[config.mk]
export PLATFORM = sky130hd
export DESIGN_NAME = gcd_arbiter_flat
export DESIGN_NICKNAME = d
export VERILOG_FILES = /design/src/rtl/gcd_arbiter_if.sv /design/src/rtl/gcd_arbiter.sv /design/src/flat_wrapper.sv
export SDC_FILE = /design/constraint.sdc
export NUM_CORES = 1
export LEC_CHECK = 0
export ABC_CLOCK_PERIOD_IN_PS = 5000
export CORE_AREA = 2 2 157 159
export CTS_CLUSTER_DIAMETER = 150
export DETAILED_ROUTE_END_ITERATION = 10
export DIE_AREA = 0 0 159 161
export PLACE_DENSITY = 0.7
export REMOVE_ABC_BUFFERS = 1
export SLEW_MARGIN = 10
export SYNTH_ARGS = -nofsm -noshare
export SYNTH_HDL_FRONTEND = slang
export SYNTH_SLANG_ARGS = --single-unit
[constraint.sdc]
create_clock -name clk -period 5 [get_ports clk]
set_input_delay 0.5 -clock clk [delete_from_list [all_inputs] [get_ports clk]]
set_output_delay 0.5 -clock clk [all_outputs]
set_load 0.01 [all_outputs]
[src/rtl/gcd_arbiter_if.sv]
// gcd_arbiter_if: requester-side bus of the gcd arbiter.
// Bundles the N request channels (valid/operands/ready) and the shared
// response channel (one-hot valid, result, error qualifier).
interface gcd_arbiter_if #(
    parameter int N = 4,
    parameter int W = 32
);
    logic [N-1:0]   req_valid;
    logic [N*W-1:0] req_a;
    logic [N*W-1:0] req_b;
    logic [N-1:0]   req_ready;
    logic [N-1:0]   rsp_valid;
    logic [W-1:0]   rsp_result;
    logic           rsp_err;

    // Requester side: raises requests, consumes accept and response pulses.
    modport master (
        output req_valid,
        output req_a,
        output req_b,
        input  req_ready,
        input  rsp_valid,
        input  rsp_result,
        input  rsp_err
    );

    // Arbiter side.
    modport slave (
        input  req_valid,
        input  req_a,
        input  req_b,
        output req_ready,
        output rsp_valid,
        output rsp_result,
        output rsp_err
    );
endinterface

[src/rtl/gcd_arbiter.sv]
// gcd_arbiter: shares one iterative gcd engine among N requesters with
// round-robin arbitration. Zero-operand pairs are answered locally (a|b).
// Build macro GCD_TIMEOUT_EN adds a WAIT-state watchdog that aborts a hung
// engine op with rsp_err=1 and a one-cycle gcd_rst pulse.
module gcd_arbiter #(
    parameter int N              = 4,
    parameter int W              = 32,
    parameter int TIMEOUT_CYCLES = 1000
) (
    input  logic         clk,
    input  logic         rst,
    gcd_arbiter_if.slave bus,
    output logic         busy,
    output logic         gcd_rst,
    output logic         gcd_start,
    output logic [W-1:0] gcd_a,
    output logic [W-1:0] gcd_b,
    input  logic [W-1:0] gcd_result,
    input  logic         gcd_done
);
    localparam int PW = (N > 1) ? $clog2(N) : 1;

    typedef enum logic [2:0] {
        ST_IDLE   = 3'd0,
        ST_ISSUE  = 3'd1,
        ST_SETTLE = 3'd2,
        ST_WAIT   = 3'd3,
        ST_RESP   = 3'd4
    } state_t;

    state_t        state_q, state_d;
    logic [PW-1:0] ptr_q, ptr_d;
    logic [PW-1:0] g_q, g_d;
    logic [W-1:0]  a_q, a_d;
    logic [W-1:0]  b_q, b_d;
    logic [N-1:0]  rsp_valid_q, rsp_valid_d;
    logic [W-1:0]  rsp_result_q, rsp_result_d;
    logic          gcd_start_q, gcd_start_d;
    logic          busy_q, busy_d;

    logic [N-1:0]  req_ready_s;
    logic          grant_found_s;
    logic [PW-1:0] grant_s;
    logic [PW-1:0] idx_s;
    logic [W-1:0]  grant_a_s;
    logic [W-1:0]  grant_b_s;

`ifdef GCD_TIMEOUT_EN
    localparam logic [W-1:0] TIMEOUT_LAST = W'(TIMEOUT_CYCLES - 1);
    logic [W-1:0]  cnt_q, cnt_d;
    logic          rsp_err_q, rsp_err_d;
    logic          gcd_rst_q, gcd_rst_d;
`endif

    // Round-robin search: first pending request after the last grant, wrapping.
    always_comb begin
        grant_found_s = 1'b0;
        grant_s       = ptr_q;
        idx_s         = ptr_q;
        for (int k = 1; k <= N; k++) begin
            idx_s = PW'((int'(ptr_q) + k) % N);
            if (!grant_found_s && bus.req_valid[idx_s]) begin
                grant_found_s = 1'b1;
                grant_s       = idx_s;
            end
        end
    end

    assign grant_a_s = bus.req_a[int'(grant_s) * W +: W];
    assign grant_b_s = bus.req_b[int'(grant_s) * W +: W];

    // Next state, grant latching and response formation.
    always_comb begin
        state_d      = state_q;
        ptr_d        = ptr_q;
        g_d          = g_q;
        a_d          = a_q;
        b_d          = b_q;
        req_ready_s  = {N{1'b0}};
        rsp_result_d = {W{1'b0}};
`ifdef GCD_TIMEOUT_EN
        cnt_d        = cnt_q;
        rsp_err_d    = 1'b0;
        gcd_rst_d    = 1'b0;
`endif
        case (state_q)
            ST_IDLE: begin
                if (grant_found_s) begin
                    req_ready_s[grant_s] = 1'b1;
                    ptr_d                = grant_s;
                    g_d                  = grant_s;
                    a_d                  = grant_a_s;
                    b_d                  = grant_b_s;
                    if ((grant_a_s == {W{1'b0}}) || (grant_b_s == {W{1'b0}})) begin
                        // gcd(0,x)=x: answer without the engine.
                        state_d      = ST_RESP;
                        rsp_result_d = grant_a_s | grant_b_s;
                    end else begin
                        state_d = ST_ISSUE;
                    end
                end else begin
                    state_d = ST_IDLE;
                end
            end
            ST_ISSUE: begin
                state_d = ST_SETTLE;
            end
            ST_SETTLE: begin
                // gcd_done may still show the previous op here; skip it.
                state_d = ST_WAIT;
`ifdef GCD_TIMEOUT_EN
                cnt_d   = {W{1'b0}};
`endif
            end
            ST_WAIT: begin
                if (gcd_done) begin
                    state_d      = ST_RESP;
                    rsp_result_d = gcd_result;
                end
`ifdef GCD_TIMEOUT_EN
                else if (cnt_q == TIMEOUT_LAST) begin
                    state_d   = ST_RESP;
                    rsp_err_d = 1'b1;
                    gcd_rst_d = 1'b1;
                end else begin
                    cnt_d = cnt_q + {{(W-1){1'b0}}, 1'b1};
                end
`else
                else begin
                    state_d = ST_WAIT;
                end
`endif
            end
            ST_RESP: begin
                state_d = ST_IDLE;
            end
            default: begin
                state_d = ST_IDLE;
            end
        endcase
        gcd_start_d = (state_d == ST_ISSUE);
        busy_d      = (state_d != ST_IDLE);
        rsp_valid_d = (state_d == ST_RESP) ? ({{(N-1){1'b0}}, 1'b1} << g_d) : {N{1'b0}};
    end

    // State, operand latch and registered outputs; rst abandons any op.
    always_ff @(posedge clk) begin
        if (rst) begin
            state_q      <= ST_IDLE;
            ptr_q        <= PW'(N - 1);
            g_q          <= {PW{1'b0}};
            a_q          <= {W{1'b0}};
            b_q          <= {W{1'b0}};
            rsp_valid_q  <= {N{1'b0}};
            rsp_result_q <= {W{1'b0}};
            gcd_start_q  <= 1'b0;
            busy_q       <= 1'b0;
        end else begin
            state_q      <= state_d;
            ptr_q        <= ptr_d;
            g_q          <= g_d;
            a_q          <= a_d;
            b_q          <= b_d;
            rsp_valid_q  <= rsp_valid_d;
            rsp_result_q <= rsp_result_d;
            gcd_start_q  <= gcd_start_d;
            busy_q       <= busy_d;
        end
    end

`ifdef GCD_TIMEOUT_EN
    // Watchdog counter and timeout-response registers.
    always_ff @(posedge clk) begin
        if (rst) begin
            cnt_q     <= {W{1'b0}};
            rsp_err_q <= 1'b0;
            gcd_rst_q <= 1'b0;
        end else begin
            cnt_q     <= cnt_d;
            rsp_err_q <= rsp_err_d;
            gcd_rst_q <= gcd_rst_d;
        end
    end

    assign bus.rsp_err = rsp_err_q;
    assign gcd_rst     = rst | gcd_rst_q;
`else
    logic [31:0] unused_timeout_s;
    assign unused_timeout_s = 32'(TIMEOUT_CYCLES);
    assign bus.rsp_err      = 1'b0;
    assign gcd_rst          = rst;
`endif

    assign bus.req_ready  = req_ready_s;
    assign bus.rsp_valid  = rsp_valid_q;
    assign bus.rsp_result = rsp_result_q;
    assign busy           = busy_q;
    assign gcd_start      = gcd_start_q;
    assign gcd_a          = a_q;
    assign gcd_b          = b_q;
endmodule
[src/flat_wrapper.sv]
// flat-port wrapper written by rule: the top's interface ports become plain ports
module gcd_arbiter_flat 
#(
    parameter int N              = 4,
    parameter int W              = 32,
    parameter int TIMEOUT_CYCLES = 1000
)
  (clk, rst, busy, gcd_rst, gcd_start, gcd_a, gcd_b, gcd_result, gcd_done, bus_req_valid, bus_req_a, bus_req_b, bus_req_ready, bus_rsp_valid, bus_rsp_result, bus_rsp_err);
  gcd_arbiter_if #(.N(N), .W(W)) bus_i ();
  input  logic clk;
  input  logic rst;
  output logic busy;
  output logic gcd_rst;
  output logic gcd_start;
  output logic [W-1:0] gcd_a;
  output logic [W-1:0] gcd_b;
  input  logic [W-1:0] gcd_result;
  input  logic gcd_done;
  input wire logic [$bits(bus_i.req_valid)-1:0] bus_req_valid;
  input wire logic [$bits(bus_i.req_a)-1:0] bus_req_a;
  input wire logic [$bits(bus_i.req_b)-1:0] bus_req_b;
  output wire logic [$bits(bus_i.req_ready)-1:0] bus_req_ready;
  output wire logic [$bits(bus_i.rsp_valid)-1:0] bus_rsp_valid;
  output wire logic [$bits(bus_i.rsp_result)-1:0] bus_rsp_result;
  output wire logic [$bits(bus_i.rsp_err)-1:0] bus_rsp_err;
  assign bus_i.req_valid = bus_req_valid;
  assign bus_i.req_a = bus_req_a;
  assign bus_i.req_b = bus_req_b;
  assign bus_req_ready = bus_i.req_ready;
  assign bus_rsp_valid = bus_i.rsp_valid;
  assign bus_rsp_result = bus_i.rsp_result;
  assign bus_rsp_err = bus_i.rsp_err;
  gcd_arbiter #(.N(N), .W(W), .TIMEOUT_CYCLES(TIMEOUT_CYCLES)) u_core (.clk(clk), .rst(rst), .bus(bus_i), .busy(busy), .gcd_rst(gcd_rst), .gcd_start(gcd_start), .gcd_a(gcd_a), .gcd_b(gcd_b), .gcd_result(gcd_result), .gcd_done(gcd_done));
endmodule
==> results of run 1 <==
-- area by class of cell --
class                   instances  area, µm²
fillers                      2442      12500
multi-input cells             861       4390
repair buffers                419       4140
flip-flops and latches        109       2180
well taps                     324        405
clock buffers                  10        239
clock inverters                 6       50.0
inverters                       3       11.3
-- sequential cells by signal, indices dropped and copies added, names as in the netlist --
name / count
u_core.g_q: 2
u_core.bus.rsp_valid: 4
u_core.gcd_start: 1
u_core.busy: 1
u_core.gcd_b: 32
u_core.gcd_a: 32
u_core.state_q: 3
u_core.ptr_q: 2
u_core.bus.rsp_result: 32
-- critical path, stage by stage --
cell and delay (ns):
clkdlybuf4s50_1 0.49, nor2b_2 0.22, o21ai_2 0.14, buf_4 0.32, nand2_4 0.41, nor3_1 0.38, clkdlybuf4s50_1 0.61
-- per-stage QoR --
step	setup TNS (ns)	hold slack (ns)	instance area, µm²	total power (W)
2_1_floorplan	-2.92	0.461	6540	0.00239
3_3_place_gp	0	0.443	11100	0.00341
3_5_place_dp	0	0.450	11100	0.00343
4_1_cts	0	0.462	11400	0.00417
5_1_grt	0	0.493	11400	0.00443
6_report	0	0.459	11400	0.00416
-- power groups by stage --
stage / combinational (W) / sequential, W / clock [W]
after floorplan: 0.00118 / 0.00121 / 0
after global placement: 0.00225 / 0.00115 / 0
after detailed placement: 0.00227 / 0.00116 / 0
after CTS: 0.00228 / 0.00114 / 0.000750
after global routing: 0.00249 / 0.00116 / 0.000785
final: 0.00228 / 0.00114 / 0.000738
-- layer usage --
metal | track usage | wire length (µm) | vias up
li1 | - | - | 4310
met1 | 0.331 | 14700 | 4140
met2 | 0.444 | 16400 | 447
met3 | 0.0511 | 2560 | 80
met4 | 0.112 | 1310 | 2
met5 | 0 | 13 | -
-- logic make-up (layout without fill, tap and decap cells) --
logic type             after synthesis  in the layout
AOI/OAI and AO/OA                  237            237
DFF                                109            109
and+or+nand+nor                    604            604
other                                1              1
buffers and inverters               84            438
muxes                               19             19
-- cell usage in the layout, fill, tap and decap left out, types with 9 or more instances in the layout --
cell type,n
a21oi_1,25
nor4_1,42
o21ai_1,9
buf_4,18
dfxtp_1,109
a211oi_1,19
nand2_1,235
nand3_1,68
and3_1,13
clkdlybuf4s50_1,400
o21a_1,45
nor2_1,205
clkbuf_16,9
mux2i_1,18
o21ai_0,82
a21o_1,27
-- how the worst max path moves through the flow --
| stage | end | depth (start not counted) |
|---|---|---|
| 2_1_floorplan | u_core.bus.rsp_result[0] | 8 |
| 3_3_place_gp | u_core.bus.rsp_result[1] | 10 |
| 3_5_place_dp | u_core.bus.rsp_result[21] | 11 |
| 4_1_cts | bus_req_ready[1] | 7 |
| 5_1_grt | bus_req_ready[3] | 8 |
| 6_report | bus_req_ready[1] | 7 |
==> flow_summary.ini, run 1 <==
[status]
outcome = finished, final reports clean

[clocking]
clk_latency_ns = 0.37
cts_tree = yes
path_clk_slew_ns = 0.09
htree_levels = 3
cts_root_buf = clkbuf_16
cts_setup_buffers = 0
cts_buffer_depth = 2
cts_hold_buf = 0
cts_made_buffers = 9
post_cts_resized = 0
clock-sinks = 109

[floorplan]
die_w_um = 159
pin_count = 403
die_area_um2 = 25600
die_h_um = 161
core_area_um2 = 24000
placementRows = 57
initial_core_util = 0.289

[synth]
yosysTopAreaCellShare = 0.315
synthTopCellsByCount = 236 x nand2_1, 206 x nor2_1, 109 x dfxtp_1, 82 x o21ai_0, 68 x nand3_1
synth-seq-cells = 109
yosysTopAreaCell = dfxtp_1
synth_compound_area_frac = 0.224
synthArstFlopShare = 0
synth_ff_type = dfxtp_1
synth-edff-count = 0
netlist_instances = 1054
synthTopCellsByArea = dfxtp_1 32%, nand2_1 13%, nor2_1 11%, o21ai_0 5.9%, nand3_1 4.9%
muxShareOfSynthArea = 0.0277
synth-simple-area-share = 0.375
ys.warnings.count = 0
ys_types = 52
synthXorXnorAreaFrac = 0
synth.yosys.seq_area_share = 0.315
synth_top_family_by_area = simple AND/OR/NAND/NOR gates
synth-adder-area-share = 0
synth.most_common_cell = nand2_1
synthesis.area_um2 = 6920
syn_avg_cell_area_um2 = 6.56

[critical_path]
arrival_ns = 3.08
end_kind = primary output
critical_path_class = in -> out
reg2reg_slack_ns = 1.86
crit_required_ns = 4.50
timing.rr.start = u_core.ptr_q[0]
rr_worst_depth = 10
path_max_fanout = 49
cp-startpoint = bus_req_valid[3]
reg2reg_to = u_core.bus.rsp_result[21]
startpoint_type = primary input

[sta]
max_freq_mhz = 279
worst_pin_slew_ns = 0.835
relSlewSlack = 0.442
layout_min_cycle_time_ns = 3.58
layout_setup_ws_ns = 1.42
rsz0062_at_grt = no
finalMaxSlewViolations = 0
finalCritPeriodShare = 0.717
final.setup_skew_ns = 0.0156
setup_viol = 0
hold_violations = 0

[power]
seq_power_share = 0.274
switching_share = 0.423
powerDensity_nw_per_um2 = 364
p_clk_frac = 0.177
ir_worst_vdd_uv = 149
power_switching_w = 0.00176
pwr-share-comb = 0.548
power_leakage_nw = 4.31
internal_power_w = 0.00240

[hold_path]
hold_path.class = reg -> reg
holdPathEnd = u_core.gcd_b[10]
hold_start = u_core.gcd_b[10]
whs_path_depth = 2

[place]
gp_congestion = 0.948
place_inst = 1716
pre_cts_ws_ns = 1.27
portBuffers = 401
dp_hpwl_um = 27400

[layout]
n_antenna_cell = 0
nNetsFinal = 1698
syn2layout_area_growth_pct = 65.1
fin_util = 0.477
stdcell_count = 1732
drive_above_1_share = 0.0433

[global_routing]
globalRoute.totalOverflow = 0
grt_pass1_wl_um = 52500
grtUsageTotal = 0.264
grt_pass1_vias = 8835
antenna_found_initial = 1
grt_max_degree = 68

[detailed_routing]
vias = 8979
wl_per_cell_um = 20.2
first_iter_violations = 579
drc = 0
firstDrtPassIters = 5
ant_nets = 0
avgViaCountPerCell = 5.18
routed_wl_um = 35000

[flow_run]
drv_cap = 0
No activity file was read; power rests on OpenSTA's default activity.
==> run 2: changes to the inputs <==
- ABC_CLOCK_PERIOD_IN_PS: 5000 -> 3710
- CORE_AREA: 2 2 157 159 -> 2 2 158 160
- DIE_AREA: 0 0 159 161 -> 0 0 160 162
- clock period: 5 -> 3.71 ns (I/O delays scaled with it)
==> flow_summary.ini, run 2 (synthesis results as in run 1) <==
[status]
outcome = finished, final reports clean

[critical_path]
crit_required_ns = 3.34
path_max_fanout = 19
startpoint_type = primary input
critical_path_class = in -> out
end_kind = primary output
reg2reg_slack_ns = 0.75
arrival_ns = 2.78

[layout]
final_cell_mix = 400 x clkdlybuf4s50_1, 235 x nand2_1, 205 x nor2_1
stdcell_area_um2 = 11500
nFillCells = 2485
multi_input_area_um2 = 4390
nNetsFinal = 1705
syn2layout_area_growth_pct = 66.4
regArea_um2 = 2180
layout_commonest_cell = clkdlybuf4s50_1
drive_above_1_share = 0.0481
stdcell_count = 1741

[floorplan]
initial_core_util = 0.287
pin_count = 403
core_area_um2 = 24100
die_h_um = 162
placementRows = 57
die_area_um2 = 25900
die_w_um = 160

[power]
ir_worst_vdd_uv = 215
power_leakage_nw = 4.36
powerDensity_nw_per_um2 = 491

[sta]
worst_pin_slew_ns = 1.06
finalCritPeriodShare = 0.848
hold_violations = 0
final.setup_skew_ns = 0.0144
rsz0062_at_grt = no
finalMaxSlewViolations = 0
setup_viol = 0
layout_min_cycle_time_ns = 3.15
relSlewSlack = 0.293
timing.setup.tns_ns = 0
max_freq_mhz = 318

[place]
place_inst = 1723
dp_hpwl_um = 27600
portBuffers = 401
gp_congestion = 0.957
dpl_cell_area_um2 = 11200

[clocking]
cts_made_buffers = 9
cts_buffer_depth = 2
path_clk_slew_ns = 0.09
cts_tree = yes
cts_setup_buffers = 0
clock-sinks = 109
cts_root_buf = clkbuf_16
post_cts_resized = 0
htree_levels = 3
clk_latency_ns = 0.36
cts_hold_buf = 0

[flow_run]
drv_cap = 0

[detailed_routing]
avgViaCountPerCell = 5.12
drc = 0
first_iter_violations = 642
wl_per_cell_um = 20.0
firstDrtPassIters = 8
vias = 8916
routed_wl_um = 34900
ant_nets = 0

[global_routing]
grt_max_degree = 63
globalRoute.totalOverflow = 0
grt_pass1_vias = 8665
antenna_found_initial = 2
grtUsageTotal = 0.261
grt_pass1_wl_um = 51400

[hold_path]
hold_path.class = reg -> reg
[run 2: changes by cell type in the layout (fill, tap and decap cells not counted), moves of 2 or more]
cell / before / now
diode_2: 0 / 2
clkinvlp_4: 2 / 0
clkinv_4: 0 / 4
inv_8: 0 / 2
buf_4: 18 / 24
buf_12: 0 / 2
inv_6: 4 / 1
[run 2: routing by layer]
metal	share of wire	track usage	wire length (µm)
met1	0.41	0.308	14100
met3	0.074	0.0582	2570
met5	0	0	0
met2	0.49	0.462	17100
met4	0.031	0.0999	1100
[run 2: worst paths after layout]
check / startpoint / end / depth (start not counted)
worst min-delay path: u_core.gcd_a[11] / u_core.gcd_a[11] / 2
worst max register to register: u_core.ptr_q[0] / u_core.bus.rsp_result[22] / 9
worst max-delay path: bus_req_valid[3] / bus_req_ready[0] / 6
worst min register to register: u_core.gcd_a[11] / u_core.gcd_a[11] / 2
[run 2: final cells by class]
class | count | share of cell area
well taps | 324 | 0.0352
repair buffers | 426 | 0.367
clock buffers | 9 | 0.0196
inverters | 3 | 0.000978
clock inverters | 7 | 0.00576
flip-flops and latches | 109 | 0.190
multi-input cells | 861 | 0.381
diodes | 2 | 0.000435
[run 2: per-stage QoR]
stage / util / setup slack, ns / hold slack [ns] / power [W]
after global placement: 0.465 / 0.324 / 0.447 / 0.00463
after floorplan: - / -1.26 / 0.440 / 0.00322
after CTS: 0.477 / 0.559 / 0.463 / 0.00568
final: 0.477 / 0.562 / 0.459 / 0.00566
after detailed placement: 0.465 / 0.264 / 0.450 / 0.00467
after global routing: 0.477 / 0.380 / 0.488 / 0.00604
[run 2: worst max-delay path, stage by stage]
cell and delay [ns]:
clkdlybuf4s50_1 0.50, nor2b_2 0.22, a21o_1 0.21, a221o_4 0.57, nor3_1 0.30, clkdlybuf4s50_1 0.59
[run 2: report_power, final]
| group | switching (W) | total (W) | internal, W | leakage (nW) |
|---|---|---|---|---|
| sequential | 0.000137 | 0.00153 | 0.00139 | 0.893 |
| combinational | 0.00173 | 0.00313 | 0.00140 | 3.32 |
| clock | 0.000517 | 0.000992 | 0.000475 | 0.144 |
| total | 0.00239 | 0.00566 | 0.00327 | 4.36 |
